<file path="src/rtl/alu_defs_pkg.sv">
// Shared definitions for the ALU issue stage: ALU select codes and FSM states.
package alu_defs;

  typedef enum logic [2:0] {
    OP_TCA = 3'b000,
    OP_TCB = 3'b001,
    OP_ADD = 3'b010,
    OP_SUB = 3'b011,
    OP_AND = 3'b100,
    OP_OR  = 3'b101,
    OP_MUL = 3'b110,
    OP_XOR = 3'b111
  } alu_op_e;

  typedef enum logic [1:0] {
    ST_IDLE = 2'd0,
    ST_EXEC = 2'd1,
    ST_WB   = 2'd2
  } state_e;

endpackage

</file>
<file path="src/rtl/alu_issue_stage_reg_file.sv">
// reg_file: NREGS x WIDTH register file, two async read ports plus a debug
// read port, one synchronous write port, async clear. r0 always reads zero.
module reg_file
  import alu_defs::*;
#(
  parameter int unsigned WIDTH = 4,
  parameter int unsigned NREGS = 8,
  localparam int unsigned AW   = $clog2(NREGS)
) (
  input  logic             clk,
  input  logic             rst_n,
  input  logic             i_we,
  input  logic [AW-1:0]    i_waddr,
  input  logic [WIDTH-1:0] i_wdata,
  input  logic [AW-1:0]    i_raddr_a,
  output logic [WIDTH-1:0] o_rdata_a,
  input  logic [AW-1:0]    i_raddr_b,
  output logic [WIDTH-1:0] o_rdata_b,
  input  logic [AW-1:0]    i_dbg_addr,
  output logic [WIDTH-1:0] o_dbg_data
);

  logic [WIDTH-1:0] r_mem [NREGS];

  // Storage: async clear, synchronous write; writes to r0 are dropped.
  always_ff @(posedge clk or negedge rst_n) begin
    if (!rst_n) begin
      for (int unsigned i = 0; i < NREGS; i++) begin
        r_mem[i] <= '0;
      end
    end else if (i_we && (i_waddr != '0)) begin
      r_mem[i_waddr] <= i_wdata;
    end
  end

  assign o_rdata_a  = (i_raddr_a  == '0) ? '0 : r_mem[i_raddr_a];
  assign o_rdata_b  = (i_raddr_b  == '0) ? '0 : r_mem[i_raddr_b];
  assign o_dbg_data = (i_dbg_addr == '0) ? '0 : r_mem[i_dbg_addr];

endmodule

</file>
<file path="src/rtl/alu_issue_stage.sv">
// alu_issue_stage: operand-fetch/issue stage feeding a 4-bit combinational ALU.
// Accept (IDLE) -> EXEC (ALU evaluates, result captured) -> WB (write back).
// Optional macro ALU_FLAGS_EN adds zero/carry flag outputs flag_z/flag_c.
module alu_issue_stage
  import alu_defs::*;
#(
  parameter int unsigned WIDTH = 4,
  parameter int unsigned NREGS = 8,
  localparam int unsigned AW   = $clog2(NREGS)
) (
  input  logic             clk,
  input  logic             rst_n,
  input  logic             instr_valid,
  output logic             instr_ready,
  input  logic [2:0]       instr_op,
  input  logic [AW-1:0]    instr_dst,
  input  logic [AW-1:0]    instr_srca,
  input  logic [AW-1:0]    instr_srcb,
  input  logic             instr_use_imm,
  input  logic [WIDTH-1:0] instr_imm,
  output logic [WIDTH-1:0] alu_a,
  output logic [WIDTH-1:0] alu_b,
  output logic [2:0]       alu_sel,
  input  logic [WIDTH-1:0] alu_f,
  input  logic             alu_cout,
  output logic             wb_valid,
  output logic [AW-1:0]    wb_addr,
  output logic [WIDTH-1:0] wb_data,
  input  logic [AW-1:0]    dbg_addr,
  output logic [WIDTH-1:0] dbg_data
`ifdef ALU_FLAGS_EN
  ,
  output logic             flag_z,
  output logic             flag_c
`endif
);

  state_e           r_state;
  state_e           w_state_next;
  logic             w_accept;
  logic             w_wb_valid;
  logic [WIDTH-1:0] w_rd_a;
  logic [WIDTH-1:0] w_rd_b;
  logic [WIDTH-1:0] r_alu_a;
  logic [WIDTH-1:0] r_alu_b;
  logic [2:0]       r_alu_sel;
  logic [AW-1:0]    r_dst;
  logic [WIDTH-1:0] r_result;

  assign w_accept   = instr_valid && (r_state == ST_IDLE);
  assign w_wb_valid = (r_state == ST_WB);

  reg_file #(
    .WIDTH (WIDTH),
    .NREGS (NREGS)
  ) u_reg_file (
    .clk        (clk),
    .rst_n      (rst_n),
    .i_we       (w_wb_valid),
    .i_waddr    (r_dst),
    .i_wdata    (r_result),
    .i_raddr_a  (instr_srca),
    .o_rdata_a  (w_rd_a),
    .i_raddr_b  (instr_srcb),
    .o_rdata_b  (w_rd_b),
    .i_dbg_addr (dbg_addr),
    .o_dbg_data (dbg_data)
  );

  // FSM state register.
  always_ff @(posedge clk or negedge rst_n) begin
    if (!rst_n) r_state <= ST_IDLE;
    else        r_state <= w_state_next;
  end

  // FSM next-state: fixed three-cycle sequence per accepted instruction.
  always_comb begin
    w_state_next = r_state;
    case (r_state)
      ST_IDLE: if (instr_valid) w_state_next = ST_EXEC;
      ST_EXEC: w_state_next = ST_WB;
      ST_WB:   w_state_next = ST_IDLE;
      default: w_state_next = ST_IDLE;
    endcase
  end

  // Operand latch: sample register reads / immediate only at accept.
  always_ff @(posedge clk or negedge rst_n) begin
    if (!rst_n) begin
      r_alu_a   <= '0;
      r_alu_b   <= '0;
      r_alu_sel <= '0;
      r_dst     <= '0;
    end else if (w_accept) begin
      r_alu_a   <= w_rd_a;
      r_alu_b   <= instr_use_imm ? instr_imm : w_rd_b;
      r_alu_sel <= instr_op;
      r_dst     <= instr_dst;
    end
  end

  // Result capture at the end of EXEC.
  always_ff @(posedge clk or negedge rst_n) begin
    if (!rst_n)                  r_result <= '0;
    else if (r_state == ST_EXEC) r_result <= alu_f;
  end

`ifdef ALU_FLAGS_EN
  logic r_flag_z;
  logic r_flag_c;

  // Flags update with the result capture and hold between instructions.
  always_ff @(posedge clk or negedge rst_n) begin
    if (!rst_n) begin
      r_flag_z <= 1'b0;
      r_flag_c <= 1'b0;
    end else if (r_state == ST_EXEC) begin
      r_flag_z <= (alu_f == '0);
      r_flag_c <= (r_alu_sel == OP_ADD) ? alu_cout : 1'b0;
    end
  end

  assign flag_z = r_flag_z;
  assign flag_c = r_flag_c;
`else
  logic w_unused_cout;
  assign w_unused_cout = alu_cout;
`endif

  assign instr_ready = (r_state == ST_IDLE);
  assign alu_a       = r_alu_a;
  assign alu_b       = r_alu_b;
  assign alu_sel     = r_alu_sel;
  assign wb_valid    = w_wb_valid;
  assign wb_addr     = r_dst;
  assign wb_data     = r_result;

endmodule
</file>
<file path="config.mk">
export PLATFORM = sky130hd
export DESIGN_NAME = alu_issue_stage
export DESIGN_NICKNAME = d
export VERILOG_FILES = /design/src/rtl/alu_defs_pkg.sv /design/src/rtl/alu_issue_stage_reg_file.sv /design/src/rtl/alu_issue_stage.sv
export SDC_FILE = /design/constraint.sdc
export NUM_CORES = 1
export LEC_CHECK = 0
export CAP_MARGIN = 20
export CORE_ASPECT_RATIO = 1.5
export CORE_MARGIN = 2
export CORE_UTILIZATION = 35
export DETAILED_ROUTE_END_ITERATION = 10
export GPL_TIMING_DRIVEN = 0
export PLACE_DENSITY_LB_ADDON = 0.2
export SYNTH_ARGS = -nofsm -noshare
export SYNTH_HDL_FRONTEND = slang
export SYNTH_SLANG_ARGS = --single-unit
</file>
<file path="constraint.sdc">
create_clock -name clk -period 1.7 [get_ports clk]
set_clock_uncertainty 0.15 [all_clocks]
set_input_delay 0.34 -clock clk [delete_from_list [all_inputs] [get_ports clk]]
set_output_delay 0.34 -clock clk [all_outputs]
set_load 0.02 [all_outputs]
</file>
==> results.toml, run 1 <==
[cts]
clk_latency_ps = 310
cts-root-buf = "clkbuf_8"
clk_path_buf_depth = 2
clk_pin_slew_ps = 90
tritoncts = "built"
htree_levels = 2
numCtsBuffers = 5
cts_num_sinks = 48

[final_layout]
fill_cells = 704
drive_gt1_share_pct = 44.0
diodes = 0
area_growth_pct = 38.9
final_common_cell = "dfrtp_1"
final_util_pct = 50.2
final_cell_mix = "dfrtp_1, buf_4, nand2_1"
design_area_um2 = 3630
nNetsFinal = 325

[yosys]
syn-instance-count = 216
synth-xor-area-share_pct = 0
synth-seq-area-share_pct = 45.9
synth-simple-area-share_pct = 12.3
ys_warn_count = 0
synth_top_cell_area_share_pct = 45.9
synth-seq-cells = 48
synth_area_um2 = 2620
synth_top_family_by_area = "multiplexers"
syn_nets = 244
ys_types = 36
synthMuxAreaShare_pct = 32.0
synth_compound_area_share_pct = 6.36
yosysTopAreaCell = "dfrtp_1"
synth_fa_ha_area_share_pct = 0
synth_area_per_cell_um2 = 12.1
ys_top_cells_by_area = "dfrtp_1, mux2_2, mux2i_1, mux4_2, nand2_1"

[timing]
fmax_mhz = 510
setup_ws_ps = -261
worstMarginPinSlew_ps = 575
slew_violations = 0
tns_ps = -1030
fin_crit_sh_pct = 115
min_period_ps = 1960
hold_viol_final = 0
rsz0062_at_grt = "yes"
slew_headroom_pct = 61.7
finalSetupViolCount = 4

[setup_path]
startpoint_type = "flop"
path_cells = "mux4_2 -> inv_2 -> a21oi_2 -> buf_6"
reg2reg_from = "r_state[0]"
worst-path-max-fanout = 2
worstPathRequired_ps = 1210
end_kind = "primary output"
path_class = "reg -> out"
worst_ep_arrival_time_ps = 1470
slowest_delay_ps = 480
startpoint = "u_reg_file.r_mem[2]"
cp_slowest_cell = "mux4_2"

[run]
maxCapViolations = 0

[grt]
grt_max_degree = 30
grt_pass1_vias = 1988
antenna_found_initial = 0
grt_overflow_total = 0
grt_usage_pct = 16.8
grt_pass1_wl_um = 10200

[floorplanning]
row_count = 38
io_pins = 52
fp.coreArea_um2 = 7230
dieArea_um2 = 8190
start_util_pct = 36.2
die_x_um = 74.6
die_y_um = 110

[placed_design]
place_congestion = 0.777
io_buffers = 43
dp_hpwl_um = 4650
dpl_cell_area_um2 = 3190

[status]
outcome = "finished with violations"
violations = "setup timing"

[pwr]
pwr_density_cell_nw_per_um2 = 1430
ir_drop_uv = 521
p_leak_uw = 0.00167

[detailed_routing]
wire_per_inst_um = 16.4
drtPass1Iterations = 4
num_vias = 1976
antenna_left = 0
drc = 0
wirelength_um = 6550
drt-vias-per-instance = 4.96
drtIter0Drc = 46

[worst_hold_path]
hold_path_startpoint = "instr_srca[1]"
min_path_type = "in -> reg"
[per-stage QoR]
step	power (µW)	instances	hold WS [ps]	setup slack, ps
floorplan	3210	216	-106	-23.3
global placement	3920	359	306	-1250
detailed placement	3970	360	171	-713
CTS	5020	391	253	-268
global route	5510	398	306	-311
finish	5200	398	248	-261
[where the power goes]
| group | internal [µW] | switching, µW | total [µW] |
|---|---|---|---|
| registers | 1620 | 396 | 2010 |
| logic | 1400 | 1040 | 2450 |
| clock network | 330 | 413 | 742 |
[cells in the mapped netlist]
| cell | count |
|---|---|
| dfrtp_1 | 48 |
| clkbuf_1 | 4 |
| nor2b_1 | 6 |
| nor3b_2 | 2 |
| a21oi_2 | 2 |
| inv_1 | 3 |
| a22oi_1 | 1 |
| nor4_1 | 1 |
| nor2b_4 | 1 |
| a2111oi_0 | 1 |
| nand2b_1 | 1 |
| nand2_1 | 31 |
| mux2_1 | 1 |
| buf_2 | 3 |
| o2111ai_1 | 1 |
| a21o_1 | 1 |
| nor3b_1 | 1 |
| o21ai_0 | 4 |
| buf_1 | 1 |
| nand3b_1 | 6 |
| nand3_1 | 1 |
| and2b_1 | 1 |
| nor2_1 | 6 |
| or3_4 | 1 |
| o41ai_1 | 2 |
| mux2_2 | 39 |
| nand2_2 | 1 |
| a21oi_1 | 7 |
| and3_1 | 2 |
| mux2i_1 | 18 |
| clkbuf_2 | 1 |
| buf_6 | 3 |
| mux4_2 | 8 |
| inv_2 | 1 |
| mux4_1 | 1 |
| a221oi_1 | 5 |
[path summary, 6_finish.rpt]
check                      slack, ps  depth (start not counted)                    to
setup / recovery                -260                          4           dbg_data[2]
hold / removal                   250                          3              alu_a[2]
setup reg to reg                  40                          4  u_reg_file.r_mem[20]
hold reg to reg                  320                          2            alu_sel[0]
max in group asynchronous        520                          3            wb_data[2]
min in group asynchronous        360                          2            r_state[0]
[state kept, by name, summed over array words and instances (netlist names)]
signal,flops
alu_a,4
alu_sel,3
u_reg_file.r_mem,28
alu_b,4
wb_data,4
wb_addr,3
r_state,2
[layer usage]
layer	global-route usage, %	vias to the layer above	wire (µm)
met3	2.75	10	218
met2	30.6	37	3470
met5	0	-	0
met4	6.51	0	150
li1	-	954	-
met1	19.2	975	2710
[area by class of cell]
cell class	count	area, µm²	share of cell area, %
plain buffers	12	83.8	2.31
repair buffers	74	644	17.7
multi-input cells	152	1450	40.0
flip-flops and latches	48	1210	33.3
clock buffers	6	82.6	2.27
clock inverters	2	15.0	0.414
inverters	4	17.5	0.482
well taps	100	125	3.45
[logic make-up (layout without fill, tap and decap cells)]
family,after synthesis,after routing
multiplexers,67,67
AND/OR/NAND/NOR,61,61
flip-flops,48,48
buffers and inverters,16,98
AO/OA/AOI/OAI,24,24
[critical path, delay by kind of cell (launching register included)]
family / cells / cell delay [ps]
flip-flops: 1 / 400
AO/OA/AOI/OAI: 1 / 60
multiplexers: 1 / 480
buffers and inverters: 2 / 220
[repair_timing]
item,in CTS,in global routing
endpoints found under the setup margin,41,34
endpoints found under the hold margin,19,0
gates resized for setup,59,34
pin swaps,3,3
hold buffers,1,0
setup buffers,22,7
Power figures use the tool's default switching activity.
==> run 2, diff against run 1 <==
--- a/config.mk
+++ b/config.mk
@@ -7,11 +7,11 @@
 export LEC_CHECK = 0
 export CAP_MARGIN = 20
 export CORE_ASPECT_RATIO = 1.5
-export CORE_MARGIN = 2
 export CORE_UTILIZATION = 35
 export DETAILED_ROUTE_END_ITERATION = 10
 export GPL_TIMING_DRIVEN = 0
 export PLACE_DENSITY_LB_ADDON = 0.2
+export SLEW_MARGIN = 30
 export SYNTH_ARGS = -nofsm -noshare
 export SYNTH_HDL_FRONTEND = slang
 export SYNTH_SLANG_ARGS = --single-unit
==> run 2 against run 1 <==
The run still ends with setup timing left. Hold slack improved by 16 ps. First-iteration DRC count grew 83%. Global-route usage increased by 0.73 points. Setup slack gained 5.4 ps. Register-to-register slack worse by 20 ps. Non-clock buffer count fell by 2. Utilization decreased by 0.31 points. Power increased by 0.62%. Critical path type unchanged. Critical endpoint unchanged.
==> results.toml, run 2 (synthesis results as in run 1) <==
[setup_path]
worst_ep_arrival_time_ps = 1470
worst-path-max-fanout = 2
worstPathRequired_ps = 1210
startpoint_type = "flop"
end_kind = "primary output"
path_class = "reg -> out"

[final_layout]
final_common_cell = "dfrtp_1"
area_growth_pct = 38.0
fill_cells = 694
regMostFlops = "u_reg_file.r_mem"
final_cell_mix = "dfrtp_1, buf_4, mux2_2"
diodes = 0
drive_gt1_share_pct = 42.2
design_area_um2 = 3610
final_util_pct = 49.9
largest_reg_flops = 28
nNetsFinal = 323

[detailed_routing]
wl_met2_um = 3490
drt-vias-per-instance = 4.99
wirelength_um = 6410
num_vias = 1976
route.met3.wl_um = 174
wl_met1_um = 2680
antenna_left = 0
drtPass1Iterations = 4
drc = 0
dr.max_layer_used = "met4"
drtIter0Drc = 84
wire_per_inst_um = 16.2

[placed_design]
pre_cts_ws_ps = -726
place_congestion = 0.810
io_buffers = 43
dp_hpwl_um = 4450
dpl_cell_area_um2 = 3180

[grt]
grt_usage_pct = 17.6
grt_pass1_wl_um = 10200
grt_pass1_vias = 1993
grt_overflow_total = 0
antenna_found_initial = 0
grt_max_degree = 49

[timing]
fmax_mhz = 511
slew_headroom_pct = 58.9
rsz0062_at_grt = "yes"
setup_ws_ps = -256
slew_violations = 0
finalSetupViolCount = 4
fin_crit_sh_pct = 115
worstMarginPinSlew_ps = 616
hold_viol_final = 0
min_period_ps = 1960

[floorplanning]
die_y_um = 108
dieArea_um2 = 7830
start_util_pct = 36.2
die_x_um = 72.6
fp.coreArea_um2 = 7230
row_count = 38
io_pins = 52

[cts]
clk_latency_ps = 300
cts-root-buf = "clkbuf_8"
clk_path_buf_depth = 2
numCtsBuffers = 5
clk_pin_slew_ps = 90
tritoncts = "built"
cts_num_sinks = 48
htree_levels = 2

[pwr]
p_leak_uw = 0.00165
switching_share_pct = 34.6
clkPwrFrac_pct = 15.7
pwr-share-seq_pct = 38.3
pwr_density_cell_nw_per_um2 = 1450
p_comb_share_pct = 46.0
total_power_uw = 5230
ir_drop_uv = 511
power_switching_uw = 1810
intPower_uw = 3420

[worst_hold_path]
min_path_type = "in -> reg"

[status]
outcome = "finished with violations"
violations = "setup timing"

[run]
maxCapViolations = 0
## run 2: through the flow
step	hold slack, ps	TNS, ps	instances
2_1_floorplan	-106	-70.0	216
3_3_place_gp	308	-65670	359
3_5_place_dp	249	-5750	359
4_1_cts	254	-1010	391
5_1_grt	301	-1270	396
6_report	263	-997	396
## run 2: routing by layer
layer	vias to the layer above	global-route usage [%]
met5	-	0
met4	0	6.44
met3	5	2.72
met2	39	30.8
met1	984	21.3
li1	948	-
## run 2: power groups by stage
stage | Sequential, µW | Clock (µW) | Combinational [µW]
2_1_floorplan | 2130 | 0 | 1070
3_3_place_gp | 2130 | 0 | 1790
3_5_place_dp | 2150 | 0 | 1810
4_1_cts | 1980 | 844 | 2290
5_1_grt | 2070 | 886 | 2600
6_report | 2010 | 822 | 2410
## run 2: final cells by class
cell class              instances  area, µm²  area share (%)
plain buffers                  12       86.3            2.39
multi-input cells             152       1450            40.2
clock buffers                   6       72.6            2.01
flip-flops and latches         48       1210            33.5
inverters                       4       15.0           0.416
well taps                     100        125            3.47
repair buffers                 72        618            17.1
clock inverters                 2       35.0           0.971
## run 2: final timing paths
| kind | startpoint | endpoint | slack (ps) | cells after the start |
|---|---|---|---|---|
| max in group asynchronous | rst_n | wb_data[1] | 490 | 2 |
| hold / removal | instr_srca[1] | alu_a[2] | 260 | 3 |
| min in group asynchronous | rst_n | wb_data[3] | 460 | 2 |
| setup reg to reg | r_state[0] | u_reg_file.r_mem[10] | 20 | 5 |
| hold reg to reg | alu_a[2] | alu_a[2] | 330 | 2 |
| setup / recovery | u_reg_file.r_mem[2] | dbg_data[2] | -260 | 4 |
## run 2: critical path: stages, from the launching register on
cell and delay [ps]:
dfrtp_1 390, mux4_2 460, inv_1 60, a21oi_1 70, buf_4 190
## run 2: repair_timing
| item | in CTS | in global routing |
|---|---|---|
| endpoints found under the hold margin | 48 | 0 |
| hold buffers | 1 | 0 |
| buffers inserted | 23 | 5 |
| resized for setup | 63 | 23 |
| pin swaps | 2 | 7 |
| setup endpoints to repair | 41 | 34 |
